<file path="config.mk">
export PLATFORM = sky130hd
export DESIGN_NAME = hazard_pipe_regs
export DESIGN_NICKNAME = d
export VERILOG_FILES = /design/src/rtl/cpu_pkg.sv /design/src/rtl/sat_counter.sv /design/src/rtl/hazard_pipe_regs.sv
export SDC_FILE = /design/constraint.sdc
export NUM_CORES = 1
export LEC_CHECK = 0
export ABC_CLOCK_PERIOD_IN_PS = 2500
export CORE_UTILIZATION = 49
export DETAILED_ROUTE_END_ITERATION = 6
export PLACE_DENSITY = 0.85
export SYNTH_ARGS = -nofsm -noshare
export SYNTH_HDL_FRONTEND = slang
export SYNTH_SLANG_ARGS = --single-unit
</file>
<file path="constraint.sdc">
create_clock -name Clk -period 2.5 [get_ports Clk]
set_input_delay 0.5 -clock Clk [delete_from_list [all_inputs] [get_ports Clk]]
set_output_delay 0.5 -clock Clk [all_outputs]
set_load 0.005 [all_outputs]
</file>
<file path="src/rtl/cpu_pkg.sv">
// Shared CPU constants: opcodes, default widths and the pipeline bubble encoding.
package cpu_pkg;

  localparam int RW  = 5;
  localparam int OPW = 6;

  localparam logic [OPW-1:0] OP_NOP = 6'b000000;
  localparam logic [OPW-1:0] OP_J   = 6'b000010;
  localparam logic [OPW-1:0] OP_BEQ = 6'b000100;
  localparam logic [OPW-1:0] OP_BNE = 6'b000101;

  // A bubble writes nothing, stores nothing and targets r0, so it can never
  // match a source register in the forwarding or load-use compare.
  localparam logic           BUBBLE_WREG    = 1'b0;
  localparam logic           BUBBLE_WMEM    = 1'b0;
  localparam logic           BUBBLE_REG2REG = 1'b1;
  localparam logic [RW-1:0]  BUBBLE_RD      = '0;
  localparam logic [OPW-1:0] BUBBLE_OP      = OP_NOP;

endpackage

</file>
<file path="src/rtl/sat_counter.sv">
// Event counter with synchronous clear that sticks at all-ones instead of wrapping.
module sat_counter #(
  parameter int CNT_W = 16
) (
  input  logic             i_clk,
  input  logic             i_srst,
  input  logic             i_inc,
  output logic [CNT_W-1:0] o_count
);

  logic [CNT_W-1:0] r_count;
  logic             w_full;

  assign w_full  = &r_count;
  assign o_count = r_count;

  // Count enabled events until the counter is full; clear wins over counting.
  always_ff @(posedge i_clk) begin
    if (i_srst) begin
      r_count <= '0;
    end else if (i_inc && !w_full) begin
      r_count <= r_count + 1'b1;
    end
  end

endmodule

</file>
<file path="src/rtl/hazard_pipe_regs.sv">
// E/M/W control pipeline registers with stall/squash bubble insertion,
// PC and IF/ID strobes, and stall/flush event counters.
module hazard_pipe_regs #(
  parameter int RW    = cpu_pkg::RW,
  parameter int OPW   = cpu_pkg::OPW,
  parameter int CNT_W = 16
) (
  input  logic             Clk,
  input  logic             Rst,
  input  logic             STALL,
  input  logic             Condep,
  input  logic             dWreg,
  input  logic             dReg2reg,
  input  logic             dWmem,
  input  logic [RW-1:0]    dRd,
  input  logic [OPW-1:0]   dOp,
  output logic             eWreg,
  output logic             eReg2reg,
  output logic             eWmem,
  output logic [RW-1:0]    eRd,
  output logic [OPW-1:0]   eOp,
  output logic             mWreg,
  output logic             mReg2reg,
  output logic             mWmem,
  output logic [RW-1:0]    mRd,
  output logic             wWreg,
  output logic             wReg2reg,
  output logic [RW-1:0]    wRd,
  output logic             PcEn,
  output logic             IfIdEn,
  output logic             IfIdFlush,
  output logic [CNT_W-1:0] StallCnt,
  output logic [CNT_W-1:0] FlushCnt
);

  import cpu_pkg::*;

  logic           w_squash;
  logic           w_bubble_e;
  logic           w_stall_evt;

  logic           r_e_wreg, r_e_reg2reg, r_e_wmem;
  logic [RW-1:0]  r_e_rd;
  logic [OPW-1:0] r_e_op;
  logic           r_m_wreg, r_m_reg2reg, r_m_wmem;
  logic [RW-1:0]  r_m_rd;
  logic           r_w_wreg, r_w_reg2reg;
  logic [RW-1:0]  r_w_rd;

  // Condep is active-low; a squash overrides a simultaneous stall because the
  // stalled D instruction is on the wrong path anyway.
  assign w_squash    = ~Condep;
  assign w_bubble_e  = w_squash | STALL;
  assign w_stall_evt = STALL & ~w_squash;

  // Front-end strobes: hold PC and IF/ID only on a real (unsquashed) stall.
  always_comb begin
    PcEn      = 1'b1;
    IfIdEn    = 1'b1;
    IfIdFlush = 1'b0;
    if (w_squash) begin
      IfIdFlush = 1'b1;
    end else if (STALL) begin
      PcEn   = 1'b0;
      IfIdEn = 1'b0;
    end
  end

  // E stage: take the D controls, or a bubble on stall/squash.
  always_ff @(posedge Clk) begin
    if (Rst || w_bubble_e) begin
      r_e_wreg    <= BUBBLE_WREG;
      r_e_reg2reg <= BUBBLE_REG2REG;
      r_e_wmem    <= BUBBLE_WMEM;
      r_e_rd      <= RW'(BUBBLE_RD);
      r_e_op      <= OPW'(BUBBLE_OP);
    end else begin
      r_e_wreg    <= dWreg;
      r_e_reg2reg <= dReg2reg;
      r_e_wmem    <= dWmem;
      r_e_rd      <= dRd;
      r_e_op      <= dOp;
    end
  end

  // M stage: unconditionally follows E.
  always_ff @(posedge Clk) begin
    if (Rst) begin
      r_m_wreg    <= BUBBLE_WREG;
      r_m_reg2reg <= BUBBLE_REG2REG;
      r_m_wmem    <= BUBBLE_WMEM;
      r_m_rd      <= RW'(BUBBLE_RD);
    end else begin
      r_m_wreg    <= r_e_wreg;
      r_m_reg2reg <= r_e_reg2reg;
      r_m_wmem    <= r_e_wmem;
      r_m_rd      <= r_e_rd;
    end
  end

  // W stage: unconditionally follows M; the memory-write bit is no longer needed.
  always_ff @(posedge Clk) begin
    if (Rst) begin
      r_w_wreg    <= BUBBLE_WREG;
      r_w_reg2reg <= BUBBLE_REG2REG;
      r_w_rd      <= RW'(BUBBLE_RD);
    end else begin
      r_w_wreg    <= r_m_wreg;
      r_w_reg2reg <= r_m_reg2reg;
      r_w_rd      <= r_m_rd;
    end
  end

  assign eWreg    = r_e_wreg;
  assign eReg2reg = r_e_reg2reg;
  assign eWmem    = r_e_wmem;
  assign eRd      = r_e_rd;
  assign eOp      = r_e_op;
  assign mWreg    = r_m_wreg;
  assign mReg2reg = r_m_reg2reg;
  assign mWmem    = r_m_wmem;
  assign mRd      = r_m_rd;
  assign wWreg    = r_w_wreg;
  assign wReg2reg = r_w_reg2reg;
  assign wRd      = r_w_rd;

  sat_counter #(.CNT_W(CNT_W)) u_stall_cnt (
    .i_clk   (Clk),
    .i_srst  (Rst),
    .i_inc   (w_stall_evt),
    .o_count (StallCnt)
  );

  sat_counter #(.CNT_W(CNT_W)) u_flush_cnt (
    .i_clk   (Clk),
    .i_srst  (Rst),
    .i_inc   (w_squash),
    .o_count (FlushCnt)
  );

endmodule

</file>
# Yosys cells after proc, flatten, opt, wreduce, memory -nomap -nowiden
# Index checks and enable logic that the tools add are counted.
# totals
ff_bits,61
latch_bits,0
ram_bits,0
rom_bits,0
input_bits,18
out_inout_bits,64
word_cells,29
memories,0
# classes
addsub,2
mul,0
div_mod_pow,0
magnitude_cmp,0
n_eq_ne,0
n_shift,0
muxes,3
bitwise,3
n_reduce_logical,7
# ops
op,n
"16-bit by 1-bit adder with 16-bit output, second input constant",2
16-bit AND reduction,2
1-bit 2-to-1 mux,3
1-bit logical AND,2
1-bit zero test,2
1-bit bitwise AND,1
1-bit logical OR,1
1-bit inverter,1
1-bit bitwise OR,1

# Logic depth before layout (Yosys ltp)
# Gate-level depths: netlist of the first run.
# logic_depth
depth_word,3
ltp_mapped,6
mapped_depth_nobuf,5

# Modules after synthesis
# Synthesis of the first run repeated with hierarchy kept, for this count alone.
# unflattened
cells_unflattened,259
area_unflattened_um2,2556.2
# by_module_without_submodules
module,instances,cells_per_inst,area_per_inst_um2,seq_area_each_um2
sat_counter,2,96,833.3,320.3
hazard_pipe_regs,1,67,889.6,580.6

# Worst setup path before layout of the first run
# OpenSTA, ideal clock, no wires.
# synth_path
path_type,input to register
startpoint,in Condep
endpoint,reg u_flush_cnt.r_count[11] (netlist: u_flush_cnt.o_count[11])
setup_time_ns,0.070
arrival_time_ns,1.726
setup_slack_ns,0.704
stages,5
path_buffers,1
cell_sequence,buf_4 nand3b_1 a2111o_1 or3_1 a21oi_1
# synth_between
elab_chain_cells,2
# synth_lines
item,line_no,rtl
"start, declared",hazard_pipe_regs.sv:11,"input logic Condep,"
1-bit inverter,hazard_pipe_regs.sv:52,assign w_squash = ~Condep;
1-bit logical AND,sat_counter.sv:21,end else if (i_inc && !w_full) begin
"end signal, assigned",sat_counter.sv:22,r_count <= r_count + 1'b1;
"end, declared",sat_counter.sv:11,logic [CNT_W-1:0] r_count;
# Every way passes these cells.
# A chain may end at the register's enable or synchronous reset.

# Final worst setup path of the first run
# layout_path
startpoint,in Condep
endpoint,out IfIdFlush
# layout_between
elab_chain_cells,1
# layout_lines
item,line_no,rtl
1-bit 2-to-1 mux,hazard_pipe_regs.sv:61,if (w_squash) begin
"end, declared",hazard_pipe_regs.sv:31,"output logic IfIdFlush,"
# Every way passes these cells.

==> summary.txt, run 1 <==
min-delay worst type = reg -> reg
Seq/Total Area, Yosys = 48.8%
YS warnings = 0
nets = 369
ant diodes = 0
# port buffers = 81
Overall Global Routing Usage = 22.8%
M1 GR Usage = 27.4%
Vias/cell = 5.46
busiest grt layer = met2
Cells after Synth = 262
DP Area = 0.00338 mm^2
root buf cell = clkbuf_8
wire per inst = 14.1 um
Tightest Pin Transition = 0.807 ns
number of synthesized flops with an enable pin = 0
residual DRC count = 0
Rows = 25
Yosys cell types = 48
CP peak stage delay = 0.54 ns
Syn Nets = 282
worst skew pair latency = 0.33 ns
CP cell instances = clkdlybuf4s50_1 -> inv_1 -> clkdlybuf4s50_1
first-pass GRT wire length = 9460 um
most frequent CP cell = clkdlybuf4s50_1
crit path launch type = input pin
Final Non-Filler Cells = 420
CTS Buf Count = 9
Post-synth top cells = dfxtp_1 (61), a21oi_1 (18), nor2b_1 (17)
setup_tns = 0 ns
initial antenna violation count = 0
Die X = 73.5 um
Final Hold Viols = 0
drt first pass iters = 5
CP required = 2.00 ns
DRT antenna net count = 0
Core ar. = 0.00482 mm^2
main area contributors after synthesis = dfxtp_1 (49%), nor2b_1 (4.2%), a21oi_1 (3.6%), and2_1 (3.5%), o31ai_1 (2.7%)
crit path max fanout = 8
Mapped Area = 0.00250 mm^2
Core Util, Final = 74.9%
setup bufs post-CTS = 0
total power = 2.10 mW
post-layout min period = 2.24 ns
global route overflow = 0
effective utilization at floorplan = 52.0%
via count = 2295
status = complete, no violations
pwr/cell area = 583 mW/mm^2
Setup CP Type = in -> out
Post-synth top flop = dfxtp_1
die area = 0.00540 mm^2
most area-hungry cell type in the Yosys netlist = dfxtp_1
leakage = 1.24 nW
Syn-to-layout area delta = 44.1%
fraction of layout cells with a size suffix above 1 = 10.8%
Slew Limit Fails = 0
clock tree sinks = 61
Clk pin slew, worst setup/hold paths = 0.07 ns
CP arrival = 1.74 ns
Die H = 73.5 um
H-tree depth = 3
CTS max path bufs = 2
GR met3 Demand/Resource = 6.45%
drt total wl = 5920 um
RSZ-0062 raised after global routing = false
top-count cell post-synth = dfxtp_1
Design Area, Final = 0.00361 mm^2
Max-cap violations = 0
f_max = 0.446 GHz
FFs w/ async S/R, synth = 0%
Top-Level Pins = 82
Setup crit end kind = primary output
largest net degree at the start of global routing = 24
setup violators final = 0
DRT iter0 DRCs = 135
Rel. slew slack = 45.7%
Clock Skews = 0.0103 ns
Hold Buf Count CTS = 0
Peak VDD IR = 0.433 mV
top-area cell type share of the netlist area = 48.8%
post-cts resize count = 0
vias in the first global route = 2097
CTS tree = yes
dpl cells = 405
Synth Register Bits = 61
met2 usage = 38.4%
Final GP Congestion = 0.886
Avg Synthesized Cell Area = 9.56 um^2
Post-DP HPWL = 4200 um
critical path's slowest cell = clkdlybuf4s50_1
period utilisation layout = 89.8%
[registers in the layout (all words and copies together), names as in the netlist]
name	count
wRd	5
mRd	5
mReg2reg	1
eWreg	1
eWmem	1
u_flush_cnt.o_count	16
wReg2reg	1
mWreg	1
eReg2reg	1
u_stall_cnt.o_count	16
eRd	5
mWmem	1
wWreg	1
eOp	6
[worst max-delay path, delay by kind of cell]
family                 cells  cell delay (ns)
buffers and inverters      3             1.25
[layout by cell type, fill, tap and decap left out, types with 2 or more instances in the layout]
cell type,synthesis,routed
bufinv_16,0,2
inv_1,5,5
and4_1,3,3
nand2b_1,4,4
and2_1,14,14
or3_1,7,7
or4_1,8,8
and4b_1,2,2
a31oi_1,2,2
clkbuf_8,1,12
a41oi_1,2,2
nand2_1,12,12
dfxtp_1,61,61
and3_1,4,4
nand4_1,5,5
clkdlybuf4s50_1,0,80
nor3_1,7,7
or2_2,2,2
nor2_1,15,15
nor2b_1,17,17
nand3b_1,2,2
mux2i_1,2,2
nor4_1,7,7
o31ai_1,9,9
nand3_1,10,10
o21ai_0,8,8
ha_1,2,2
nand3_2,2,2
a21oi_1,18,18
mux2_2,3,3
buf_4,2,7
[cell families (layout without fill, tap and decap cells)]
kind of cell	count (synthesis)	in the layout	synth area share [%]
simple gates	128	128	30.7
flops	61	61	48.8
compound gates	47	47	12.9
buf+inv	17	108	3.55
mux	6	6	2.75
fa+ha+maj	2	2	0.999
xor+xnor	1	1	0.350
[cell type report]
type	instances	area [um^2]
multi-input combinational	184	1190
fill	368	1210
tap	67	83.8
clock inverter	3	67.6
sequential	61	1220
inverter	5	18.8
timing repair buffer	88	858
clock buffer	12	165
[path summary, 6_finish.rpt]
| kind | start | end | slack [ns] | cells after the start |
|---|---|---|---|---|
| min | mReg2reg$_SDFF_PP1_ | wReg2reg$_SDFF_PP1_ | 0.43 | 1 |
| max | Condep | IfIdFlush | 0.26 | 3 |
| min reg2reg | mReg2reg$_SDFF_PP1_ | wReg2reg$_SDFF_PP1_ | 0.43 | 1 |
| max reg2reg | u_stall_cnt.o_count[0]$_SDFFE_PP0P_ | u_stall_cnt.o_count[8]$_SDFFE_PP0P_ | 0.61 | 5 |
[power breakdown]
group	total (mW)	internal [mW]	switching (mW)
Combinational	0.109	0.0677	0.0409
Sequential	0.994	0.986	0.00875
Clock	1.00	0.638	0.363
[layer usage]
metal / routed length [um] / share of wire [%]
met1: 2490 / 42
met2: 3030 / 51
met3: 358 / 6.1
met4: 32 / 0.54
met5: 0 / 0
[stage by stage]
step	hold slack, ns	setup slack [ns]
after floorplan	0.440	0.704
after global placement	0.422	0.206
after detailed placement	0.426	0.138
after CTS	0.437	0.269
after global routing	0.447	0.192
final	0.435	0.255
No activity file was read; power rests on OpenSTA's default activity.
==> inputs of run 2 (changes only) <==
Settings changed: ABC_CLOCK_PERIOD_IN_PS 2500 to 2300, CORE_UTILIZATION 49 to 45, PLACE_DENSITY 0.85 to 0.79.
Clock period 2.5 ns to 2.3 ns, I/O delays scaled along.
==> summary.txt, run 2 (synthesized netlist as in run 1, its figures left out) <==
status = complete, no violations
wire per inst = 14.6 um
Peak VDD IR = 0.465 mV
setup_tns = 0 ns
effective utilization at floorplan = 47.8%
f_max = 0.463 GHz
DRT antenna net count = 0
Post-Place Worst Slack = 0.0102 ns
Final Hold Viols = 0
crit path max fanout = 7
most common cell after layout, fill and taps aside = clkdlybuf4s50_1
Die H = 76.6 um
setup violators final = 0
DRT iter0 DRCs = 65
Core ar. = 0.00524 mm^2
Fin Hold WS = 0.443 ns
first-pass GRT wire length = 10100 um
fraction of layout cells with a size suffix above 1 = 11.2%
Overall Global Routing Usage = 22.3%
leakage = 1.27 nW
period utilisation layout = 93.9%
Reg2Reg Depth = 5
CTS tree = yes
CTS Buf Count = 9
die area = 0.00587 mm^2
most frequent cells in the layout = clkdlybuf4s50_1 (80), dfxtp_1 (61), a21oi_1 (18)
Rel. slew slack = 51.1%
# port buffers = 81
Max-cap violations = 0
worst skew pair latency = 0.33 ns
root buf cell = clkbuf_8
Final GP Congestion = 0.814
post-cts resize count = 0
clock tree sinks = 61
via count = 2309
drt first pass iters = 4
Rows = 26
setup slack, reg-to-reg = 0.41 ns
setup ws final = 0.140 ns
metal2 WL = 3060 um
routed wire length on met3 = 399 um
top sig layer = met4
Clock Skews = 0.00420 ns
Hold Buf Count CTS = 0
residual DRC count = 0
Tightest Pin Transition = 0.727 ns
nets = 372
Hold Crit Depth = 1
Slew Limit Fails = 0
Clk pin slew, worst setup/hold paths = 0.07 ns
initial antenna violation count = 0
global route overflow = 0
vias in the first global route = 2121
Vias/cell = 5.41
Top-Level Pins = 82
ant diodes = 0
H-tree depth = 3
largest net degree at the start of global routing = 23
min-delay worst type = reg -> reg
WL met1 = 2650 um
CP required = 1.84 ns
CP arrival = 1.70 ns
Setup crit end kind = primary output
Setup CP Type = in -> out
RSZ-0062 raised after global routing = false
setup bufs post-CTS = 0
crit path launch type = input pin
Die X = 76.6 um
CTS max path bufs = 2
post-layout min period = 2.16 ns
drt total wl = 6230 um
Post-DP HPWL = 4240 um
Syn-to-layout area delta = 45.5%
pwr/cell area = 648 mW/mm^2
-- run 2: power breakdown --
part           internal, mW  switching, mW
registers              1.07        0.00950
logic                0.0756         0.0448
clock network         0.749          0.411
total                  1.90          0.466
-- run 2: through the flow --
stage | area, um^2 | power, mW | utilization (%) | instances
after detailed placement | 3400 | 1.23 | 65.0 | 411
after global placement | 3400 | 1.22 | 65.0 | 411
after global routing | 3640 | 2.44 | 69.5 | 427
after CTS | 3640 | 2.37 | 69.5 | 427
after floorplan | 2500 | 1.15 | - | 262
final | 3640 | 2.36 | 69.5 | 427
-- run 2: layout make-up --
cell class	count	area, um^2
clock buffers	12	145
multi-input cells	184	1190
flip-flops and latches	61	1220
clock inverters	4	95.1
repair buffers	91	881
fillers	421	1600
inverters	5	18.8
well taps	70	87.6
-- run 2: critical path, cell delays in order --
cell             delay, ns
clkdlybuf4s50_1       0.52
nand2_1               0.17
clkdlybuf4s50_1       0.55
-- run 2: final timing paths --
kind,from,to
worst min register to register,mReg2reg$_SDFF_PP1_,wReg2reg$_SDFF_PP1_
worst max register to register,u_stall_cnt.o_count[0]$_SDFFE_PP0P_,u_stall_cnt.o_count[8]$_SDFFE_PP0P_
worst max-delay path,Condep,IfIdEn
worst min-delay path,mReg2reg$_SDFF_PP1_,wReg2reg$_SDFF_PP1_
-- run 2: metal layers --
layer | up-vias | GRT usage, %
met5 | - | 0
met4 | 0 | 12.3
met3 | 12 | 5.51
met2 | 85 | 37.2
met1 | 1077 | 26.2
li1 | 1135 | -
==> inputs of run 3 (changes only) <==
Settings changed: CORE_UTILIZATION 45 to 47, CTS_BUF_LIST set to sky130_fd_sc_hd__clkbuf_4, PLACE_DENSITY 0.79 to 0.82.
==> summary.txt, run 3 (synthesized netlist as in run 1, its figures left out) <==
Die H = 75.0 um
Final Non-Filler Cells = 431
Setup crit end kind = primary output
Overall Global Routing Usage = 22.8%
Reg2Reg Depth = 5
setup slack, reg-to-reg = 0.43 ns
post-cts resize count = 0
Post-DP HPWL = 4500 um
vias in the first global route = 2102
post-layout min period = 2.16 ns
status = complete, no violations
Clock Skews = 0.0107 ns
via count = 2364
initial antenna violation count = 0
effective utilization at floorplan = 49.0%
launch point of the worst path = Condep
drt first pass iters = 5
root buf cell = clkbuf_4
CP arrival = 1.70 ns
setup_tns = 0 ns
first-pass GRT wire length = 9470 um
Final GP Congestion = 0.908
most frequent cells in the layout = clkdlybuf4s50_1 (81), dfxtp_1 (61), a21oi_1 (18)
die area = 0.00562 mm^2
CP required = 1.84 ns
Tightest Pin Transition = 0.775 ns
largest net degree at the start of global routing = 23
worst skew pair latency = 0.41 ns
RSZ-0062 raised after global routing = false
CTS tree = yes
setup ws final = 0.135 ns
CTS max path bufs = 2
clock tree sinks = 61
CTS Buf Count = 9
Clk pin slew, worst setup/hold paths = 0.11 ns
Post-Place Worst Slack = 0.0152 ns
Rel. slew slack = 47.8%
Top-Level Pins = 82
residual DRC count = 0
Peak VDD IR = 0.454 mV
dpl cells = 415
H-tree depth = 3
Fin Hold WS = 0.438 ns
most common cell after layout, fill and taps aside = clkdlybuf4s50_1
Hold Buf Count CTS = 0
Slew Limit Fails = 0
Die X = 75.0 um
DRT antenna net count = 0
Max-cap violations = 0
pwr/cell area = 547 mW/mm^2
f_max = 0.462 GHz
crit path max fanout = 7
setup violators final = 0
Core ar. = 0.00511 mm^2
Final Hold Viols = 0
drt total wl = 6170 um
DRT iter0 DRCs = 134
leakage = 1.24 nW
Setup CP Type = in -> out
total power = 1.96 mW
Rows = 26
period utilisation layout = 94.1%
global route overflow = 0
setup bufs post-CTS = 0
Setup crit end = IfIdFlush
R2R Path End = u_stall_cnt.o_count[8]$_SDFFE_PP0P_
wire per inst = 14.3 um
nets = 376
Vias/cell = 5.48
# port buffers = 81
Syn-to-layout area delta = 43.5%
fraction of layout cells with a size suffix above 1 = 12.5%
min-delay worst type = reg -> reg
reg-to-reg startpoint = u_stall_cnt.o_count[0]$_SDFFE_PP0P_
ant diodes = 0
crit path launch type = input pin
## run 3: cell types whose count changed in the layout (fill, tap and decap cells not counted), moves of 2 or more
cell	before	now
buf_4	10	13
bufinv_16	3	1
clkbuf_1	2	0
clkbuf_4	0	9
clkbuf_8	10	0
clkinv_4	0	3
clkinvlp_4	0	2
## run 3: layout make-up
cell class | instances | area [um^2]
fill | 422 | 1510
sequential | 61 | 1220
multi-input combinational | 184 | 1190
timing repair buffer | 95 | 928
tap | 70 | 87.6
clock inverter | 7 | 76.3
clock buffer | 9 | 67.6
inverter | 5 | 18.8
## run 3: where the power goes
| group | leakage (nW) | switching [mW] | internal [mW] | total, mW |
|---|---|---|---|---|
| clock network | 0.0721 | 0.423 | 0.334 | 0.757 |
| registers | 0.494 | 0.00936 | 1.07 | 1.08 |
| logic | 0.675 | 0.0472 | 0.0799 | 0.127 |
## run 3: how the worst min path moves through the flow
stage | start | to | cells past startpoint
floorplan | eReg2reg$_SDFF_PP1_ | mReg2reg$_SDFF_PP1_ | 1
global placement | mReg2reg$_SDFF_PP1_ | wReg2reg$_SDFF_PP1_ | 1
detailed placement | mReg2reg$_SDFF_PP1_ | wReg2reg$_SDFF_PP1_ | 1
CTS | mReg2reg$_SDFF_PP1_ | wReg2reg$_SDFF_PP1_ | 1
global route | mReg2reg$_SDFF_PP1_ | wReg2reg$_SDFF_PP1_ | 1
finish | mReg2reg$_SDFF_PP1_ | wReg2reg$_SDFF_PP1_ | 1
## run 3: through the flow
step	cell area, um^2	util, %
6_report	3590	70.4
4_1_cts	3590	70.4
3_5_place_dp	3450	67.5
2_1_floorplan	2500	-
3_3_place_gp	3450	67.5
5_1_grt	3590	70.4
## run 3: layer usage
layer,track usage [%],part of all wire [%],up-vias
met2,38.9,51,93
li1,-,-,1151
met5,0,0,-
met4,11.5,1.6,0
met1,26.6,41,1107
met3,5.35,6.1,13
## run 3: worst max-delay path: stages
cell             delay, ns
clkdlybuf4s50_1       0.53
inv_1                 0.18
clkdlybuf4s50_1       0.53
==> RTL change: new RTL, settings of run 3 <==
Change the package constant `OPW` from 6 to 12.
--- a/src/rtl/cpu_pkg.sv
+++ b/src/rtl/cpu_pkg.sv
@@ -2,7 +2,7 @@
 package cpu_pkg;
 
   localparam int RW  = 5;
-  localparam int OPW = 6;
+  localparam int OPW = 12;
 
   localparam logic [OPW-1:0] OP_NOP = 6'b000000;
   localparam logic [OPW-1:0] OP_J   = 6'b000010;
Interface: changed (resized dOp and eOp); port bits go from 82 to 94. No check against the original RTL was run, so the function may have changed too.
==> RTL change against run 3 <==
- sequential cell count increased by 6
- highest routed layer unchanged
- wire length is 3.5% higher
- synthesized area rose by 4.0%
- total power is 9.6% higher
- combinational power rose by 11%
- final area grew 6.7%
- non-clock buffer count is 13 higher
- largest cell class unchanged
- worst setup slack worse by 0.082 ns
==> RTL change: results (changes against run 3) <==
clock skew=0.0104 ns (-0.000294 ns); Crit path arrival time=1.79 ns (+0.09 ns); Synth top cells by count=dfxtp_1 (67), a21oi_1 (22), and2_1 (21); gr usage total=23.0% (+0.23 points); Setup WS pre-CTS=-0.0782 ns (-0.0934 ns); # diodes=0 (unchanged); Final nets=402 (+6.9%); crit path from=Condep; RR Startpoint=u_flush_cnt.o_count[0]; CTS H-tree depth=3 (unchanged); total wire length=6.39 mm (+3.5%); Sw Ratio=24.8% (+0.38 points); Synth Warn #=0 (unchanged); CTS Buffer Depth=2 (unchanged); reg-to-reg endpoint=u_flush_cnt.o_count[3]; Overflow after GRT=0 (unchanged); CP endpoint=IfIdEn; Max Cap Viol=0 (unchanged); Tmin final=2.25 ns (+0.0819 ns); worst slew slack as a fraction of its limit=64.2% (+16 points); Leakage=1.35 nW (+8.9%); post-CTS setup buffers=0 (unchanged); drt first pass iters=4 (-1); flop-to-flop setup slack=0.29 ns (-0.14 ns); CTS buffer count=9 (unchanged); Placer Congestion=0.843 (-7.2%); Async SR Flop Fraction=0% (unchanged); clock root buffer=clkbuf_4; Worst Hold Class=reg -> reg; Mapped Nets=296 (+5.0%); share of layout cells above drive strength 1=11.8% (-0.65 points); run status=completed; Crit Path Class=in -> out; R2R depth=5 (unchanged); post-DP HPWL=4.65 mm (+3.2%); first-pass GRT wire length=10.5 mm (+10%); largest net degree at the start of global routing=30 (+30%); Top FF cell, synth=dfxtp_1; Worst-path clk slew=0.11 ns (about the same); commonest non-fill, non-tap cell in the layout=clkdlybuf4s50_1; Filler Cells Inserted=395 (-6.4%); Synth area leaders=dfxtp_1 (51%), and2_1 (5.0%), a21oi_1 (4.2%); Starting DRT DRC Count=166 (+24%); clock latency on the worst-skew pair=0.42 ns; Via density=5.44 (-0.88%); post-synthesis sequential area ratio=51.5% (+2.7 points); critical path peak fanout=11 (+4); Yosys cell types=45 (-6.3%); Fin Hold WS=0.457 ns (+0.0186 ns); Port Buffers=93 (+15%); vias in the first global route=2323 (+11%); Peak VDD IR=0.458 mV (+0.91%); initial antenna violation count=0 (unchanged)
RTL change: timing repair:
| action | CTS | global route |
|---|---|---|
| hold buffers | 0 | 0 |
| setup endpoints to repair | 2 | 2 |
| cloned | 0 | 0 |
| gates resized for setup | 2 | 2 |
RTL change: power groups by stage:
| stage | clock network [mW] | registers [mW] | logic (mW) |
|---|---|---|---|
| final | 0.820 | 1.19 | 0.141 |
| after detailed placement | 0 | 1.22 | 0.141 |
| after CTS | 0.842 | 1.19 | 0.143 |
| after floorplan | 0 | 1.22 | 0.0436 |
| after global placement | 0 | 1.22 | 0.138 |
| after global routing | 0.901 | 1.19 | 0.154 |
RTL change: layout make-up:
| cell class | instances | area (um^2) | share of cell area [%] |
|---|---|---|---|
| sequential | 67 | 1340 | 35.0 |
| multi-input combinational | 184 | 1190 | 30.9 |
| timing repair buffer | 108 | 1050 | 27.3 |
| tap | 70 | 87.6 | 2.28 |
| clock inverter | 7 | 82.6 | 2.15 |
| clock buffer | 9 | 67.6 | 1.76 |
| inverter | 6 | 22.5 | 0.587 |
RTL change: worst max-delay path, cell delays in order:
cell	delay, ns
clkdlybuf4s50_1	0.43
and2_1	0.17
inv_2	0.08
buf_6	0.13
clkdlybuf4s50_1	0.50
RTL change: routing by layer:
metal	global-route usage, %	part of all wire (%)
met5	0	0
met4	12.9	2.3
met3	9.46	11
met2	36.9	47
met1	25.7	40
RTL change: per-stage QoR:
stage	area [um^2]	std cells
after global placement	3680	435
after detailed placement	3680	435
final	3830	451
after floorplan	2610	270
after global routing	3830	451
after CTS	3830	451
RTL change: logic make-up after synthesis:
kind of cell / synth area share (%)
AND/OR/NAND/NOR: 29.3
adder cells (fa/ha/maj): 0.960
multiplexers: 1.73
buffers and inverters: 2.98
XOR/XNOR: 1.35
flip-flops: 51.5
AO/OA/AOI/OAI: 12.2
RTL change: worst min-delay path by stage:
stage	startpoint	end	cells after the start
after detailed placement	eReg2reg	mReg2reg	1
after global routing	eRd[2]	mRd[2]	1
after global placement	mReg2reg	wReg2reg	1
final	eReg2reg	mReg2reg	1
after floorplan	eReg2reg	mReg2reg	1
after CTS	eReg2reg	mReg2reg	1
